$ cat src/rtl/wb_arb_pkg.sv
// Shared types and defaults for the two-master Wishbone arbiter in front of the I2C core.
package wb_arb_pkg;

  localparam int DEF_ADDR_W = 3;
  localparam int DEF_DATA_W = 8;

  typedef enum logic [1:0] {
    IDLE = 2'd0,
    OWN0 = 2'd1,
    OWN1 = 2'd2
  } arb_state_e;

  typedef logic owner_t;

  function automatic logic [1:0] gnt_of(arb_state_e s);
    logic [1:0] g;
    case (s)
      OWN0:    g = 2'b01;
      OWN1:    g = 2'b10;
      default: g = 2'b00;
    endcase
    return g;
  endfunction

endpackage

$ cat src/rtl/wb_arb_wdog.sv
// Bus watchdog: counts stalled strobe cycles and flags one expire cycle at TIMEOUT_CYC.
module wb_arb_wdog #(
  parameter int TIMEOUT_CYC = 255
) (
  input  logic clk,
  input  logic rst,
  input  logic en,
  input  logic clr,
  output logic expire
);

  generate
    if (TIMEOUT_CYC == 0) begin : g_off
      logic unused_s;
      assign unused_s = ^{clk, rst, en, clr};
      assign expire   = 1'b0;
    end else begin : g_on
      localparam int CW = $clog2(TIMEOUT_CYC + 1);
      localparam logic [CW-1:0] LIMIT = CW'(TIMEOUT_CYC);
      logic [CW-1:0] cnt_r;

      // Stall counter; saturates at the limit, cleared whenever the stall is broken
      always_ff @(posedge clk) begin
        if (rst) begin
          cnt_r <= '0;
        end else if (clr || !en) begin
          cnt_r <= '0;
        end else if (cnt_r != LIMIT) begin
          cnt_r <= cnt_r + CW'(1);
        end else begin
          cnt_r <= cnt_r;
        end
      end

      assign expire = en && (cnt_r == LIMIT);
    end
  endgenerate

endmodule

$ cat src/rtl/wb_arb2_i2c.sv
// Two-master round-robin Wishbone arbiter sharing the I2C core's slave port.
// Ownership is per cycle (cyc); a watchdog aborts stalled strobes with err.
module wb_arb2_i2c
  import wb_arb_pkg::*;
#(
  parameter int ADDR_W      = DEF_ADDR_W,
  parameter int DATA_W      = DEF_DATA_W,
  parameter int TIMEOUT_CYC = 255
) (
  input  logic              wb_clk_i,
  input  logic              wb_rst_i,
  input  logic [ADDR_W-1:0] m0_adr_i,
  input  logic [DATA_W-1:0] m0_dat_i,
  output logic [DATA_W-1:0] m0_dat_o,
  input  logic              m0_we_i,
  input  logic              m0_stb_i,
  input  logic              m0_cyc_i,
  output logic              m0_ack_o,
  output logic              m0_err_o,
  input  logic [ADDR_W-1:0] m1_adr_i,
  input  logic [DATA_W-1:0] m1_dat_i,
  output logic [DATA_W-1:0] m1_dat_o,
  input  logic              m1_we_i,
  input  logic              m1_stb_i,
  input  logic              m1_cyc_i,
  output logic              m1_ack_o,
  output logic              m1_err_o,
  output logic [ADDR_W-1:0] s_adr_o,
  output logic [DATA_W-1:0] s_dat_o,
  input  logic [DATA_W-1:0] s_dat_i,
  output logic              s_we_o,
  output logic              s_stb_o,
  output logic              s_cyc_o,
  input  logic              s_ack_i,
  output logic [1:0]        gnt_o
);

  arb_state_e state_r, state_s;
  owner_t     last_r, last_s;
  logic       wd_en_s, wd_clr_s, expire_s;

  assign wd_en_s  = !s_ack_i && (((state_r == OWN0) && m0_stb_i) ||
                                 ((state_r == OWN1) && m1_stb_i));
  assign wd_clr_s = (state_s != state_r);

  wb_arb_wdog #(.TIMEOUT_CYC(TIMEOUT_CYC)) u_wdog (
    .clk    (wb_clk_i),
    .rst    (wb_rst_i),
    .en     (wd_en_s),
    .clr    (wd_clr_s),
    .expire (expire_s)
  );

  // State and last-owner registers
  always_ff @(posedge wb_clk_i) begin
    if (wb_rst_i) begin
      state_r <= IDLE;
      last_r  <= 1'b1;
    end else begin
      state_r <= state_s;
      last_r  <= last_s;
    end
  end

  // Next-state arbitration; an expired owner goes to IDLE so a waiting peer wins next
  always_comb begin
    state_s = state_r;
    last_s  = last_r;
    case (state_r)
      IDLE: begin
        if (m0_cyc_i && m1_cyc_i) begin
          state_s = (last_r == 1'b1) ? OWN0 : OWN1;
        end else if (m0_cyc_i) begin
          state_s = OWN0;
        end else if (m1_cyc_i) begin
          state_s = OWN1;
        end else begin
          state_s = IDLE;
        end
      end
      OWN0: begin
        if (expire_s) begin
          state_s = IDLE;
        end else if (m0_cyc_i) begin
          state_s = OWN0;
        end else if (m1_cyc_i) begin
          state_s = OWN1;
        end else begin
          state_s = IDLE;
        end
        if (state_s != OWN0) begin
          last_s = 1'b0;
        end else begin
          last_s = last_r;
        end
      end
      OWN1: begin
        if (expire_s) begin
          state_s = IDLE;
        end else if (m1_cyc_i) begin
          state_s = OWN1;
        end else if (m0_cyc_i) begin
          state_s = OWN0;
        end else begin
          state_s = IDLE;
        end
        if (state_s != OWN1) begin
          last_s = 1'b1;
        end else begin
          last_s = last_r;
        end
      end
      default: begin
        state_s = IDLE;
        last_s  = last_r;
      end
    endcase
  end

  // Slave/master routing from the registered owner; cyc/stb are cut in the expire cycle
  always_comb begin
    s_adr_o  = '0;
    s_dat_o  = '0;
    s_we_o   = 1'b0;
    s_cyc_o  = 1'b0;
    s_stb_o  = 1'b0;
    m0_dat_o = '0;
    m0_ack_o = 1'b0;
    m0_err_o = 1'b0;
    m1_dat_o = '0;
    m1_ack_o = 1'b0;
    m1_err_o = 1'b0;
    case (state_r)
      OWN0: begin
        s_adr_o  = m0_adr_i;
        s_dat_o  = m0_dat_i;
        s_we_o   = m0_we_i;
        s_cyc_o  = m0_cyc_i && !expire_s;
        s_stb_o  = m0_stb_i && !expire_s;
        m0_dat_o = s_dat_i;
        m0_ack_o = s_ack_i;
        m0_err_o = expire_s;
      end
      OWN1: begin
        s_adr_o  = m1_adr_i;
        s_dat_o  = m1_dat_i;
        s_we_o   = m1_we_i;
        s_cyc_o  = m1_cyc_i && !expire_s;
        s_stb_o  = m1_stb_i && !expire_s;
        m1_dat_o = s_dat_i;
        m1_ack_o = s_ack_i;
        m1_err_o = expire_s;
      end
      default: begin
        s_cyc_o = 1'b0;
      end
    endcase
  end

  assign gnt_o = gnt_of(state_r);

endmodule

$ cat config.mk
export PLATFORM = sky130hd
export DESIGN_NAME = wb_arb2_i2c
export DESIGN_NICKNAME = d
export VERILOG_FILES = /design/src/rtl/wb_arb_pkg.sv /design/src/rtl/wb_arb_wdog.sv /design/src/rtl/wb_arb2_i2c.sv
export SDC_FILE = /design/constraint.sdc
export NUM_CORES = 1
export LEC_CHECK = 0
export CORE_UTILIZATION = 35
export CTS_CLUSTER_DIAMETER = 150
export DETAILED_ROUTE_END_ITERATION = 6
export PLACE_DENSITY = 0.8
export SETUP_SLACK_MARGIN = 0.05
export SYNTH_ARGS = -nofsm -noshare
export SYNTH_HDL_FRONTEND = slang
export SYNTH_SLANG_ARGS = --single-unit
$ cat constraint.sdc
create_clock -name wb_clk_i -period 3 [get_ports wb_clk_i]
set_input_delay 0.45 -clock wb_clk_i [delete_from_list [all_inputs] [get_ports wb_clk_i]]
set_output_delay 0.45 -clock wb_clk_i [all_outputs]
set_load 0.05 [all_outputs]
==> impl_metrics.csv <==
group,metric,value,unit
clock_network,htree_levels,1,
final_layout,fin_util,0.6557,
synth,yosysWarnings,0,
final_layout,instances_no_fill,242,
synth,syn-num-nets,183,
power_and_ir_drop,power.leakage,0.7568,nW
hold_path,hold_class,"flip-flop to flip-flop",
timing,max_freq,375.6,MHz
routing,wire_per_inst,14.43,µm
setup_path,cp-start-kind,"flip-flop",
timing,finalHoldViolCount,0,
clock_network,path_clk_slew,70,ps
place,dp_cells,238,
clock_network,ctsHoldBuffers,0,
floorplanning,row_count,19,
floorplanning,initial_core_util,0.3825,
routing,drt_iter0_drc,122,
outcome,violations,"design-rule violations",
synth,syn_area,1091,µm²
synth,ys_ff_latch,11,
timing,drv_slew,0,
power_and_ir_drop,ir_worst_vdd,0.0002608,V
synth,ys_types,37,
routing,ant_nets,0,
timing,rsz0062_at_grt,"no",
floorplanning,die_area,3344,µm²
grt,grt.total_usage,0.2142,
clock_network,clkLatencyLatePin,260,ps
final_layout,syn_to_final_growth,71.44,%
final_layout,layout-drive-gt1-share,0.1517,
clock_network,cts_max_path_buffers,2,
clock_network,tritoncts,"done",
final_layout,diodes,0,
setup_path,arrival,2210,ps
floorplanning,coreArea,2853,µm²
setup_path,path_max_fanout,20,
floorplanning,chipHeight,57.83,µm
clock_network,root_buffer,"clkbuf_4",
routing,drt-total-wl,3493,µm
grt,overflow,0,
run,cap_violations,0,
routing,vias,1284,
setup_path,crit_path_end_kind,"output pin",
grt,antenna_found_initial,0,
place,gp_congestion,0.8365,
grt,grt_max_degree,21,
final_layout,final_area,1871,µm²
grt,grt_use_met2,0.3744,
final_layout,nets,258,
timing,fin_crit_sh,0.8874,
grt,grt_pass1_wl,5692,µm
place,io_buffer_count,74,
clock_network,cts_sinks,11,
clock_network,cts-buffers-inserted,3,
grt,grt_pass1_vias,1234,
routing,route.detailed.drc,10,
synth,syn_avg_cell_area,7.964,µm²
setup_path,criticalPathCategory,"flip-flop to output pin",
synth,postSynthCellCount,137,
outcome,status,"finished, violations left",
timing,setup_viol,0,
timing,min_period,2662,ps
setup_path,worst_ep_required_time,2550,ps
floorplanning,num_io_pins,75,
power_and_ir_drop,powerDensity,353.4,nW/µm²
place,place_hpwl,2771,µm
synth,yosysSeqAreaShare,0.2018,
routing,drt_pass1_iterations,6,
timing,fin_skew,0.6209,ps
grt,grtUsageMet3,0.03571,
power_and_ir_drop,power,0.6611,mW
place,post_dp_cell_area,1833,µm²
grt,use_met1,0.2661,
timing,slew-limit-headroom,0.6509,
floorplanning,die_x,57.83,µm
grt,busiest_layer,"met2",
timing,worst_slew_pin_slew,522.1,ps
timing,tns,0,ps
routing,viasPerCell,5.306,
==> timing repair <==
item | CTS | global route
resized for setup | 1 | 1
setup endpoints to repair | 2 | 4
setup buffers | 0 | 0
==> path summary, 6_finish.rpt <==
kind | cells past startpoint | to | slack [ps] | start
worst min register to register | 1 | last_r$_SDFFE_PP1P_ | 540 | last_r$_SDFFE_PP1P_
worst min-delay path | 1 | last_r$_SDFFE_PP1P_ | 540 | last_r$_SDFFE_PP1P_
worst max-delay path | 4 | m1_dat_o[7] | 340 | state_r[0]$_SDFF_PP0_
worst max register to register | 7 | u_wdog.g_on.cnt_r[5]$_SDFFE_PP0P_ | 430 | state_r[1]$_SDFF_PP0_
==> cells by family after synthesis <==
family | count (synthesis) | share of synthesized area
and+or+nand+nor | 68 | 0.3612
adders and majority gates | 7 | 0.08027
muxes | 3 | 0.02752
DFF | 11 | 0.2018
buffers and inverters | 11 | 0.04586
xor gates and xnor gates | 4 | 0.03211
AOI/OAI and AO/OA | 33 | 0.2512
==> critical path, cell delays in order (launching register included) <==
cell and delay, ps:
dfxtp_1 380, inv_1 130, ha_2 430, and2_1 190
clkdlybuf4s50_1 810
==> cells in the mapped netlist <==
library cell | count | area share
inv_1 | 4 | 0.014
nand3_2 | 1 | 0.0092
nor2_1 | 10 | 0.034
o211a_1 | 1 | 0.0092
o2111ai_1 | 1 | 0.0080
o21ai_0 | 4 | 0.018
nor4b_1 | 1 | 0.0080
ha_1 | 7 | 0.080
o31a_1 | 1 | 0.0080
o21ai_1 | 1 | 0.0046
and2_1 | 20 | 0.11
nand4_1 | 1 | 0.0057
a21oi_1 | 3 | 0.014
and3_1 | 4 | 0.023
o21a_1 | 1 | 0.0069
a22oi_4 | 1 | 0.019
xor2_1 | 4 | 0.032
buf_6 | 1 | 0.010
a31oi_1 | 1 | 0.0057
nand3_1 | 4 | 0.018
o32ai_1 | 1 | 0.0080
nand2b_1 | 1 | 0.0057
a22oi_1 | 13 | 0.089
mux2i_1 | 3 | 0.028
buf_2 | 1 | 0.0046
o32a_1 | 1 | 0.0092
nor3_1 | 6 | 0.028
a2111o_1 | 1 | 0.010
a211oi_1 | 1 | 0.0069
a2111oi_4 | 1 | 0.025
nor4_2 | 2 | 0.023
buf_1 | 1 | 0.0034
dfxtp_1 | 11 | 0.20
clkbuf_1 | 4 | 0.014
nor2b_1 | 13 | 0.075
a211o_1 | 1 | 0.0080
nand2_1 | 5 | 0.017
==> through the flow <==
step	hold slack (ps)	setup WS (ps)
2_1_floorplan	476.2	535.7
3_3_place_gp	511.3	433.5
3_5_place_dp	517.4	278.6
4_1_cts	535.5	208.7
5_1_grt	554.6	150.9
6_report	539.2	337.7
==> area by class of cell <==
type | count | area (µm²)
well taps | 31 | 38.79
clock buffers | 4 | 26.28
flip-flops and latches | 11 | 220.2
fillers | 259 | 982.2
inverters | 4 | 15.01
multi-input cells | 115 | 832.0
repair buffers | 77 | 738.2
==> power breakdown <==
part	internal, mW	switching [mW]	total (mW)	leakage, nW
combinational	0.162	0.237	0.399	0.653
sequential	0.152	0.00946	0.162	0.0892
clock	0.0514	0.0483	0.0997	0.0150
total	0.366	0.295	0.661	0.757
==> placed cells by master, fill, tap and decap left out, drive strengths merged, types with 5 or more instances in the layout <==
master,instances
nor2b,13
nor2,10
nand3,5
nand2,5
nor3,6
dfxtp,11
a22oi,14
clkdlybuf4s50,54
o21ai,5
ha,7
buf,23
and2,20
==> sequential cells by signal, summed over array words and instances (netlist names) <==
register           cells
last_r                 1
state_r                2
u_wdog.g_on.cnt_r      8
==> per-layer routing <==
layer,part of all wire,wire (µm)
met4,0.010,36
met2,0.48,1679
met5,0,0
met1,0.43,1487
met3,0.083,289
No activity file was read; power rests on OpenSTA's default activity.
